**config.mk**
```make
export PLATFORM = sky130hd
export DESIGN_NAME = mem_2p
export DESIGN_NICKNAME = d
export VERILOG_FILES = /design/src/rtl/mem_pkg.sv /design/src/rtl/mem_init_seq.sv /design/src/rtl/mem_2p.sv
export SDC_FILE = /design/constraint.sdc
export NUM_CORES = 1
export LEC_CHECK = 0
export CAP_MARGIN = 25
export CORE_ASPECT_RATIO = 0.8
export CORE_UTILIZATION = 47
export DETAILED_ROUTE_END_ITERATION = 8
export HOLD_SLACK_MARGIN = 0.02
export PLACE_DENSITY_LB_ADDON = 0.08
export RECOVER_POWER = 50
export SYNTH_ARGS = -nofsm -noshare
export SYNTH_HDL_FRONTEND = slang
export SYNTH_SLANG_ARGS = --single-unit
```
**constraint.sdc**
```tcl
create_clock -name clk -period 6 [get_ports clk]
set_input_delay 0.6 -clock clk [delete_from_list [all_inputs] [get_ports clk]]
set_output_delay 0.6 -clock clk [all_outputs]
set_load 0.02 [all_outputs]
```
**src/rtl/mem_pkg.sv**
```systemverilog
// =============================================================================
// Module      : mem_pkg
// Description : Shared types and helpers for the mem_2p two-port memory:
//               INIT/READY state encoding and the byte-lane merge used both
//               for partial writes and for write-first read bypass.
// Revision    : 1.0 - initial release
// =============================================================================
`default_nettype none

package mem_pkg;

    // Controller states: clearing the array, or serving reads/writes
    typedef enum logic [0:0] {
        MEM_INIT  = 1'b0,
        MEM_READY = 1'b1
    } mem_state_e;

    // Widest word the merge helper supports; callers cast in and out
    localparam int MEM_MAX_WIDTH = 256;
    localparam int MEM_MAX_BE    = MEM_MAX_WIDTH / 8;

    // Replace every byte lane of old_word whose enable bit is set with the
    // matching lane of new_word; disabled lanes keep their old value.
    function automatic logic [MEM_MAX_WIDTH-1:0] mem_merge(
        input logic [MEM_MAX_WIDTH-1:0] old_word,
        input logic [MEM_MAX_WIDTH-1:0] new_word,
        input logic [MEM_MAX_BE-1:0]    be
    );
        logic [MEM_MAX_WIDTH-1:0] result;
        result = old_word;
        for (int i = 0; i < MEM_MAX_BE; i++) begin
            if (be[i]) begin
                result[8*i +: 8] = new_word[8*i +: 8];
            end
        end
        return result;
    endfunction

endpackage : mem_pkg

`default_nettype wire

```
**src/rtl/mem_init_seq.sv**
```systemverilog
// =============================================================================
// Module      : mem_init_seq
// Description : INIT/READY controller for mem_2p. After reset it walks an
//               index from 0 to DEPTH-1, requesting one zero-write per cycle,
//               then parks in READY. All outputs are registered.
// Revision    : 1.0 - initial release
// =============================================================================
`default_nettype none

module mem_init_seq
    import mem_pkg::*;
#(
    parameter int DEPTH      = 16,
    parameter int ADDR_WIDTH = $clog2(DEPTH)
) (
    input  logic                  clk,
    input  logic                  rst_n,
    output logic                  clr_en_o,
    output logic [ADDR_WIDTH-1:0] clr_addr_o,
    output logic                  init_busy_o,
    output logic                  ready_o
);

    localparam logic [ADDR_WIDTH-1:0] LAST_IDX = ADDR_WIDTH'(DEPTH - 1);

    mem_state_e            state_q;
    logic [ADDR_WIDTH-1:0] index_q;
    logic                  busy_q;
    logic                  ready_q;

    // Clear-sequence FSM: reset always restarts the walk from entry 0
    always_ff @(posedge clk) begin
        if (!rst_n) begin
            state_q <= MEM_INIT;
            index_q <= '0;
            busy_q  <= 1'b1;
            ready_q <= 1'b0;
        end else begin
            case (state_q)
                MEM_INIT: begin
                    if (index_q == LAST_IDX) begin
                        state_q <= MEM_READY;
                        index_q <= '0;
                        busy_q  <= 1'b0;
                        ready_q <= 1'b1;
                    end else begin
                        index_q <= index_q + 1'b1;
                    end
                end
                MEM_READY: begin
                    state_q <= MEM_READY;
                end
                default: begin
                    state_q <= MEM_INIT;
                    index_q <= '0;
                    busy_q  <= 1'b1;
                    ready_q <= 1'b0;
                end
            endcase
        end
    end

    // The clear write is active for exactly the cycles the FSM sits in INIT
    assign clr_en_o    = busy_q;
    assign clr_addr_o  = index_q;
    assign init_busy_o = busy_q;
    assign ready_o     = ready_q;

endmodule : mem_init_seq

`default_nettype wire

```
**src/rtl/mem_2p.sv**
```systemverilog
// =============================================================================
// Module      : mem_2p
// Description : Simple two-port (1W/1R) memory with byte enables, registered
//               read data with a one-cycle valid pulse, and a self-clear
//               sequence after every reset. Out-of-range writes are dropped,
//               out-of-range reads return zero.
// Build macro : MEM_BYPASS_EN - when defined, a same-address read/write
//               returns write-first (merged) data; otherwise read-first.
// Revision    : 1.0 - initial release
// =============================================================================
`default_nettype none

module mem_2p
    import mem_pkg::*;
#(
    parameter int WIDTH      = 8,
    parameter int DEPTH      = 16,
    parameter int ADDR_WIDTH = $clog2(DEPTH),
    parameter int BE_WIDTH   = WIDTH / 8
) (
    input  logic                  clk,
    input  logic                  rst_n,
    input  logic                  wr_en,
    input  logic [ADDR_WIDTH-1:0] wr_addr,
    input  logic [WIDTH-1:0]      wr_data,
    input  logic [BE_WIDTH-1:0]   wr_be,
    input  logic                  rd_en,
    input  logic [ADDR_WIDTH-1:0] rd_addr,
    output logic [WIDTH-1:0]      rd_data,
    output logic                  rd_valid,
    output logic                  init_busy
);

    // -------------------------------------------------------------------------
    // Clear-sequence controller
    // -------------------------------------------------------------------------
    logic                  w_clr_en;
    logic [ADDR_WIDTH-1:0] w_clr_addr;
    logic                  w_ready;

    mem_init_seq #(
        .DEPTH      (DEPTH),
        .ADDR_WIDTH (ADDR_WIDTH)
    ) u_init_seq (
        .clk         (clk),
        .rst_n       (rst_n),
        .clr_en_o    (w_clr_en),
        .clr_addr_o  (w_clr_addr),
        .init_busy_o (init_busy),
        .ready_o     (w_ready)
    );

    // -------------------------------------------------------------------------
    // Storage and write path
    // -------------------------------------------------------------------------
    logic [WIDTH-1:0]      mem_q [DEPTH];

    logic                  w_wr_in_range;
    logic [ADDR_WIDTH-1:0] w_wr_idx;
    logic                  w_wr_fire;
    logic [WIDTH-1:0]      w_wr_merged;

    assign w_wr_in_range = (32'(wr_addr) < DEPTH);
    // Index forced to 0 when out of range so the array is never selected
    // past its end; the write itself is suppressed by w_wr_fire.
    assign w_wr_idx      = w_wr_in_range ? wr_addr : '0;
    // Writes are accepted only in READY and never in a reset cycle
    assign w_wr_fire     = rst_n & w_ready & wr_en & w_wr_in_range & (|wr_be);
    assign w_wr_merged   = WIDTH'(mem_merge(MEM_MAX_WIDTH'(mem_q[w_wr_idx]),
                                            MEM_MAX_WIDTH'(wr_data),
                                            MEM_MAX_BE'(wr_be)));

    // Array update: clear writes during INIT, merged user writes in READY
    always_ff @(posedge clk) begin
        if (rst_n && w_clr_en) begin
            mem_q[w_clr_addr] <= '0;
        end else if (w_wr_fire) begin
            mem_q[w_wr_idx] <= w_wr_merged;
        end
    end

    // -------------------------------------------------------------------------
    // Read path
    // -------------------------------------------------------------------------
    logic                  w_rd_in_range;
    logic [ADDR_WIDTH-1:0] w_rd_idx;
    logic                  w_rd_fire;
    logic [WIDTH-1:0]      rd_data_d;
    logic [WIDTH-1:0]      rd_data_q;
    logic                  rd_valid_q;

    assign w_rd_in_range = (32'(rd_addr) < DEPTH);
    assign w_rd_idx      = w_rd_in_range ? rd_addr : '0;
    assign w_rd_fire     = rst_n & w_ready & rd_en;

    // Next read word: array contents, zero when out of range, optional bypass
    always_comb begin
        rd_data_d = '0;
        if (w_rd_in_range) begin
            rd_data_d = mem_q[w_rd_idx];
        end
`ifdef MEM_BYPASS_EN
        if (w_wr_fire && w_rd_in_range && (wr_addr == rd_addr)) begin
            rd_data_d = w_wr_merged;
        end
`endif
    end

    // Registered read result; data holds between reads, valid is a pulse
    always_ff @(posedge clk) begin
        if (!rst_n) begin
            rd_data_q  <= '0;
            rd_valid_q <= 1'b0;
        end else begin
            rd_valid_q <= w_rd_fire;
            if (w_rd_fire) begin
                rd_data_q <= rd_data_d;
            end
        end
    end

    assign rd_data  = rd_data_q;
    assign rd_valid = rd_valid_q;

endmodule : mem_2p

`default_nettype wire

```
==> impl_results.md, run 1 <==
* Max-cap violations at 1
* Metal2 WL at 4970 um
* Clock Pin Slew Worst Setup and Hold Paths at 0.06 ns
* Iteration count of the initial detailed-routing pass at 8
* Core area at 11700 um2
* Achievable Freq at 0.294 GHz
* WP data required at 6.29 ns
* Nets at 357
* Initial drt markers at 229
* Largest fanout on the critical path at 31
* Critical path class: in2reg
* I/O pin cnt at 31
* Unrepaired setup endpoints after global routing: no
* Outcome: finished, violations left
* Largest net degree at the start of global routing at 33
* CTS HTree Levels at 4
* Initial antenna violation count at 0
* Yosys warnings at 0
* DRC violations left at 2
* Area growth syn-to-layout at 16.4%
* Part of the Yosys area used for sequential elements at 72.8%
* CTS resizes at 0
* Filler Cell Count at 880
* Skew-Pair Late Insertion Delay at 0.40 ns
* First-pass GRT wire length at 17300 um
* CP arrival at 3.69 ns
* Chip height at 101 um
* Placer congestion estimate at 0.780
* # rows at 35
* # diodes at 0
* ANT nets after route at 0
* Final wirelength at 11500 um
* Final hold violation count at 0
* Die Area at 12600 um2
* R2R depth at 4
* Avg Cell Area, Syn at 19.3 um2
* Top cell type by total area after synthesis: edfxtp_1
* Failing checks: design-rule violations, max-capacitance violations, max-slew violations
* Most frequent cells in the layout: edfxtp_1 (128), nor2_1 (24), mux4_1 (21)
* DP HPWL at 7430 um
* Inserted Clock Buffers at 17
* Final setup vio count at 0
* Initial Util at 48.9%
* Area of the multi-input gates at 1480 um2
* CTS Buffer Depth at 2
* Layout cells sized above 1 at 11.8%
* Cts hold-fix bufs at 0
* Synth Instances at 296
* Post-synthesis instance area at 5720 um2
* Post-CTS setup buffers at 0
* Worst hold path class: reg2reg
* Max-slew headroom at -61.2%
* Setup crit end kind: flop
* Clk_skew at 0.00709 ns
* Final max-slew violation count at 32
* Synth Register Bits at 144
* Number of global-route vias before repair at 2810
* Post-route clock period utilization at 56.7%
* Hold Crit Depth at 2
* Peak supply drop at 0.318 mV
* Most common cell after layout, fill and taps aside: edfxtp_1
* Via Count at 2831
* WL/cell at 23.2 um
* Die width at 125 um
* Uppermost layer routed: met4
* Total Routing Usage GR at 19.9%
* DR vias/cell at 5.72
* Pwr/cell area at 314 nW/um2
* Fin util at 57.0%
* Total clock sinks at 144
* Ranking of synthesized cells by area: edfxtp_1 (67%), mux4_1 (9.6%), dfxtp_1 (5.6%), mux4_2 (4.3%), mux2i_1 (2.1%)
* TritonCTS clock tree: built
* Reg area at 4160 um2
* WL met1 at 5690 um
* Hold_ws at 0.487 ns
* Routed length on met3 at 726 um
* CTS root buf: clkbuf_16
* Grt ovf at 0
* Setup TNS at 0 ns
* Tot Pwr at 2.09 mW
* Distinct cells, synth at 32
* Leak pwr at 2.18 nW
* Syn Nets at 318
* Final critical-path required period at 3.40 ns
* Port Buffer Count at 30
* Slew @ Worst Pin at 2.42 ns
* CP Launch Type: input port
* Synth top area share at 67.2%
## critical path, cell delays in order
cell and delay (ns):
clkbuf_1 1.68, mux4_1 0.78, mux2_1 0.38, a22oi_1 0.15, o21ai_1 0.09
## kinds of logic (layout without fill, tap and decap cells)
kind of cell / Yosys count / after routing / synth area share, %
and+or+nand+nor: 54 / 54 / 4.53
AOI/OAI and AO/OA: 27 / 27 / 3.06
xor gates and xnor gates: 1 / 1 / 0.153
buffers and inverters: 16 / 67 / 1.42
muxes: 53 / 53 / 17.8
DFF: 144 / 144 / 72.8
adders and majority gates: 1 / 1 / 0.219
## path summary, 6_finish.rpt
check | from | to | slack [ns]
setup reg to reg | u_init_seq.ready_o | mem_q[4][6] | 3.26
hold reg to reg | rd_data[5] | rd_data[5] | 0.49
setup / recovery | rd_addr[1] | rd_data[1] | 2.60
hold / removal | rd_data[5] | rd_data[5] | 0.49
## layer usage
metal,track usage [%],vias to the layer above
met5,0,-
met4,7.04,0
met3,4.94,4
met2,27.8,99
met1,30.3,1435
li1,-,1293
## metrics by stage
step	cell area, um2	setup slack, ns	instances
after global placement	6150	2.48	464
final	6660	2.60	495
after floorplan	5720	3.76	296
after global routing	6660	2.34	495
after detailed placement	6150	2.32	464
after CTS	6660	2.73	495
## power by group
group / internal, mW / total, mW / switching, mW / leakage, nW
Combinational: 0.0430 / 0.0872 / 0.0442 / 0.659
Sequential: 1.09 / 1.10 / 0.00553 / 1.27
Clock: 0.555 / 0.911 / 0.356 / 0.255
Total: 1.69 / 2.09 / 0.406 / 2.18
## state kept, by name, indices dropped and copies added (netlist names)
signal / cells
mem_q: 128
rd_data: 8
rd_valid: 1
u_init_seq.clr_addr_o: 4
u_init_seq.clr_en_o: 1
u_init_seq.ready_o: 1
u_init_seq.state_q: 1
## cell type report
| cell class | count | area share (%) |
|---|---|---|
| well taps | 148 | 2.78 |
| repair buffers | 32 | 4.64 |
| flip-flops and latches | 144 | 62.5 |
| inverters | 4 | 0.225 |
| multi-input cells | 136 | 22.2 |
| clock buffers | 20 | 6.56 |
| clock inverters | 11 | 1.11 |
## cells in the mapped netlist (all sizes together)
master	n
a21boi	1
a21oi	2
a22oi	8
a31oi	1
a32oi	3
and2	10
and3	1
buf	7
clkbuf	5
dfxtp	16
edfxtp	128
ha	1
inv	4
mux2	9
mux2i	12
mux4	32
nand2	6
nand2b	2
nand3	2
nand4	1
nor2	24
nor2b	6
nor3	1
o21a	2
o21ai	10
or3	1
xnor2	1
Power figures use the tool's default switching activity.
==> run 2, diff against run 1 <==
Clock period 6 ns to 3.11 ns, I/O delays scaled along.
==> impl_results.md, run 2 (synthesis results as in run 1) <==
* Outcome: finished, violations left (unchanged)
* Failing checks: design-rule violations (was design-rule violations, max-capacitance violations, max-slew violations)
* WP data required at 3.14 ns (was 6.29 ns)
* Non-Filler Instances at 505 (was 495)
* Clock group share of total power at 46.4% (was 43.5%)
* DRC violations left at 2 (unchanged)
* WL/cell at 23.1 um (was 23.2 um)
* Layout cells sized above 1 at 16.2% (was 11.8%)
* Setup crit end kind: flop (unchanged)
* Final setup margin at 0.945 ns (was 2.60 ns)
* Nets at 366 (was 357)
* Placer congestion estimate at 0.762 (was 0.780)
* Hold_ws at 0.484 ns (was 0.487 ns)
* Reg area at 4160 um2 (unchanged)
* Area growth syn-to-layout at 18.7% (was 16.4%)
* Cts hold-fix bufs at 0 (unchanged)
* Die width at 125 um (unchanged)
* Initial Util at 48.9% (unchanged)
* Final max-slew violation count at 0 (was 32)
* Sw frac at 19.2% (was 19.4%)
* Number of global-route vias before repair at 2774 (was 2810)
* Final setup vio count at 0 (unchanged)
* Post-CTS setup buffers at 0 (unchanged)
* # diodes at 0 (unchanged)
* Most common cell after layout, fill and taps aside: edfxtp_1 (unchanged)
* Sequential power share at 49.5% (was 52.3%)
* Clk_skew at 0.00613 ns (was 0.00709 ns)
* TritonCTS clock tree: built (unchanged)
* CTS HTree Levels at 4 (unchanged)
* Final hold violation count at 0 (unchanged)
* Fin util at 58.1% (was 57.0%)
* Max-slew headroom at 23.4% (was -61.2%)
* Cells after DPL at 473 (was 464)
* CTS Buffer Depth at 2 (unchanged)
* Iteration count of the initial detailed-routing pass at 6 (was 8)
* Critical path class: in2reg (unchanged)
* I/O pin cnt at 31 (unchanged)
* Port Buffer Count at 30 (unchanged)
* ANT nets after route at 0 (unchanged)
* Largest net degree at the start of global routing at 33 (unchanged)
* Max FFs per register at 128 (unchanged)
* Initial antenna violation count at 0 (unchanged)
* Slew @ Worst Pin at 1.15 ns (was 2.42 ns)
* Grt ovf at 0 (unchanged)
* Net switching power figure at 0.818 mW (was 0.406 mW)
* Inserted Clock Buffers at 17 (unchanged)
* CP arrival at 2.20 ns (was 3.69 ns)
* DP Worst Slack at 0.669 ns (was 2.32 ns)
* Achievable Freq at 0.462 GHz
* Largest fanout on the critical path at 10 (was 31)
* DR vias/cell at 5.70 (was 5.72)
* # rows at 35 (unchanged)
* Core area at 11700 um2 (unchanged)
* Chip height at 101 um (unchanged)
* CP Launch Type: input port (unchanged)
* Clock Pin Slew Worst Setup and Hold Paths at 0.06 ns (about the same)
* Post-route clock period utilization at 69.6%
* Skew-Pair Late Insertion Delay at 0.41 ns (was 0.40 ns)
* Worst hold path class: reg2reg (unchanged)
* Filler Cell Count at 867 (was 880)
* Cell Int Power at 3.45 mW (was 1.69 mW)
* CTS resizes at 0 (unchanged)
* Final critical-path required period at 2.16 ns
* DP HPWL at 7650 um (was 7430 um)
* Area of the multi-input gates at 1480 um2 (unchanged)
* Unrepaired setup endpoints after global routing: no (unchanged)
* Total clock sinks at 144 (unchanged)
* Leak pwr at 2.26 nW (was 2.18 nW)
* Peak supply drop at 0.354 mV (was 0.318 mV)
* Max-cap violations at 0 (was 1)
* Comb power frac at 4.1% (was 4.2%)
* Setup TNS at 0 ns (unchanged)
* Pwr/cell area at 628 nW/um2 (was 314 nW/um2)
* Via Count at 2876 (was 2831)
* Final wirelength at 11600 um (was 11500 um)
* Die Area at 12600 um2 (unchanged)
* Most frequent cells in the layout: edfxtp_1 (128), nor2_1 (24), mux4_1 (21) (unchanged)
* CTS root buf: clkbuf_16 (unchanged)
* First-pass GRT wire length at 17300 um (about the same)
* Most flops, register: mem_q (unchanged)
* Total Routing Usage GR at 20.0% (was 19.9%)
* Initial drt markers at 230 (was 229)
==> run 2: changes by cell type in the layout (fill, tap and decap cells not counted) <==
| cell | delta |
|---|---|
| buf_4 | +8 |
| buf_2 | +1 |
| o21ai_0 | -2 |
| mux2_1 | -4 |
| bufinv_16 | +1 |
| mux2_2 | +4 |
| clkbuf_8 | +4 |
| o21ai_1 | +2 |
| clkdlybuf4s50_1 | +1 |
| clkinv_2 | -1 |
| dlygate4sd3_1 | -1 |
| clkbuf_1 | +1 |
| clkinv_1 | -4 |
==> run 2: layer usage <==
layer | vias to the layer above | track usage, % | routed length (um)
li1 | 1301 | - | -
met4 | 0 | 5.35 | 55
met5 | - | 0 | 0
met1 | 1496 | 30.5 | 6090
met3 | 5 | 5.57 | 423
met2 | 74 | 28.2 | 5070
==> run 2: power by group through the flow <==
| stage | clock [mW] | combinational, mW | sequential, mW |
|---|---|---|---|
| floorplan | 0 | 0.109 | 2.15 |
| CTS | 1.99 | 0.178 | 2.11 |
| detailed placement | 0 | 0.178 | 2.15 |
| finish | 1.98 | 0.176 | 2.11 |
| global route | 2.07 | 0.189 | 2.11 |
| global placement | 0 | 0.178 | 2.15 |
==> run 2: worst paths after layout <==
kind	from	to	slack, ns	depth (start not counted)
setup / recovery	rst_n	mem_q[8][5]	0.95	6
hold / removal	rd_data[4]	rd_data[4]	0.48	2
setup reg to reg	u_init_seq.ready_o	mem_q[3][7]	1.03	4
hold reg to reg	rd_data[4]	rd_data[4]	0.48	2
==> run 2: final cells by class <==
cell class,instances,share of cell area (%)
flip-flops and latches,144,61.3
multi-input cells,136,21.7
clock buffers,25,7.29
repair buffers,41,5.51
well taps,148,2.73
clock inverters,7,1.23
inverters,4,0.221
==> run 2: per-stage QoR <==
stage / power, mW / cell area (um2)
after floorplan: 2.26 / 5720
after global placement: 2.33 / 6220
after global routing: 4.37 / 6790
after CTS: 4.28 / 6800
final: 4.27 / 6790
after detailed placement: 2.33 / 6220
==> run 2: critical path, cell delays in order <==
cell             delay, ns
clkdlybuf4s50_1       0.48
clkbuf_1              0.33
nand2_1               0.17
nor2_1                0.15
a32oi_1               0.12
nor2_1                0.64
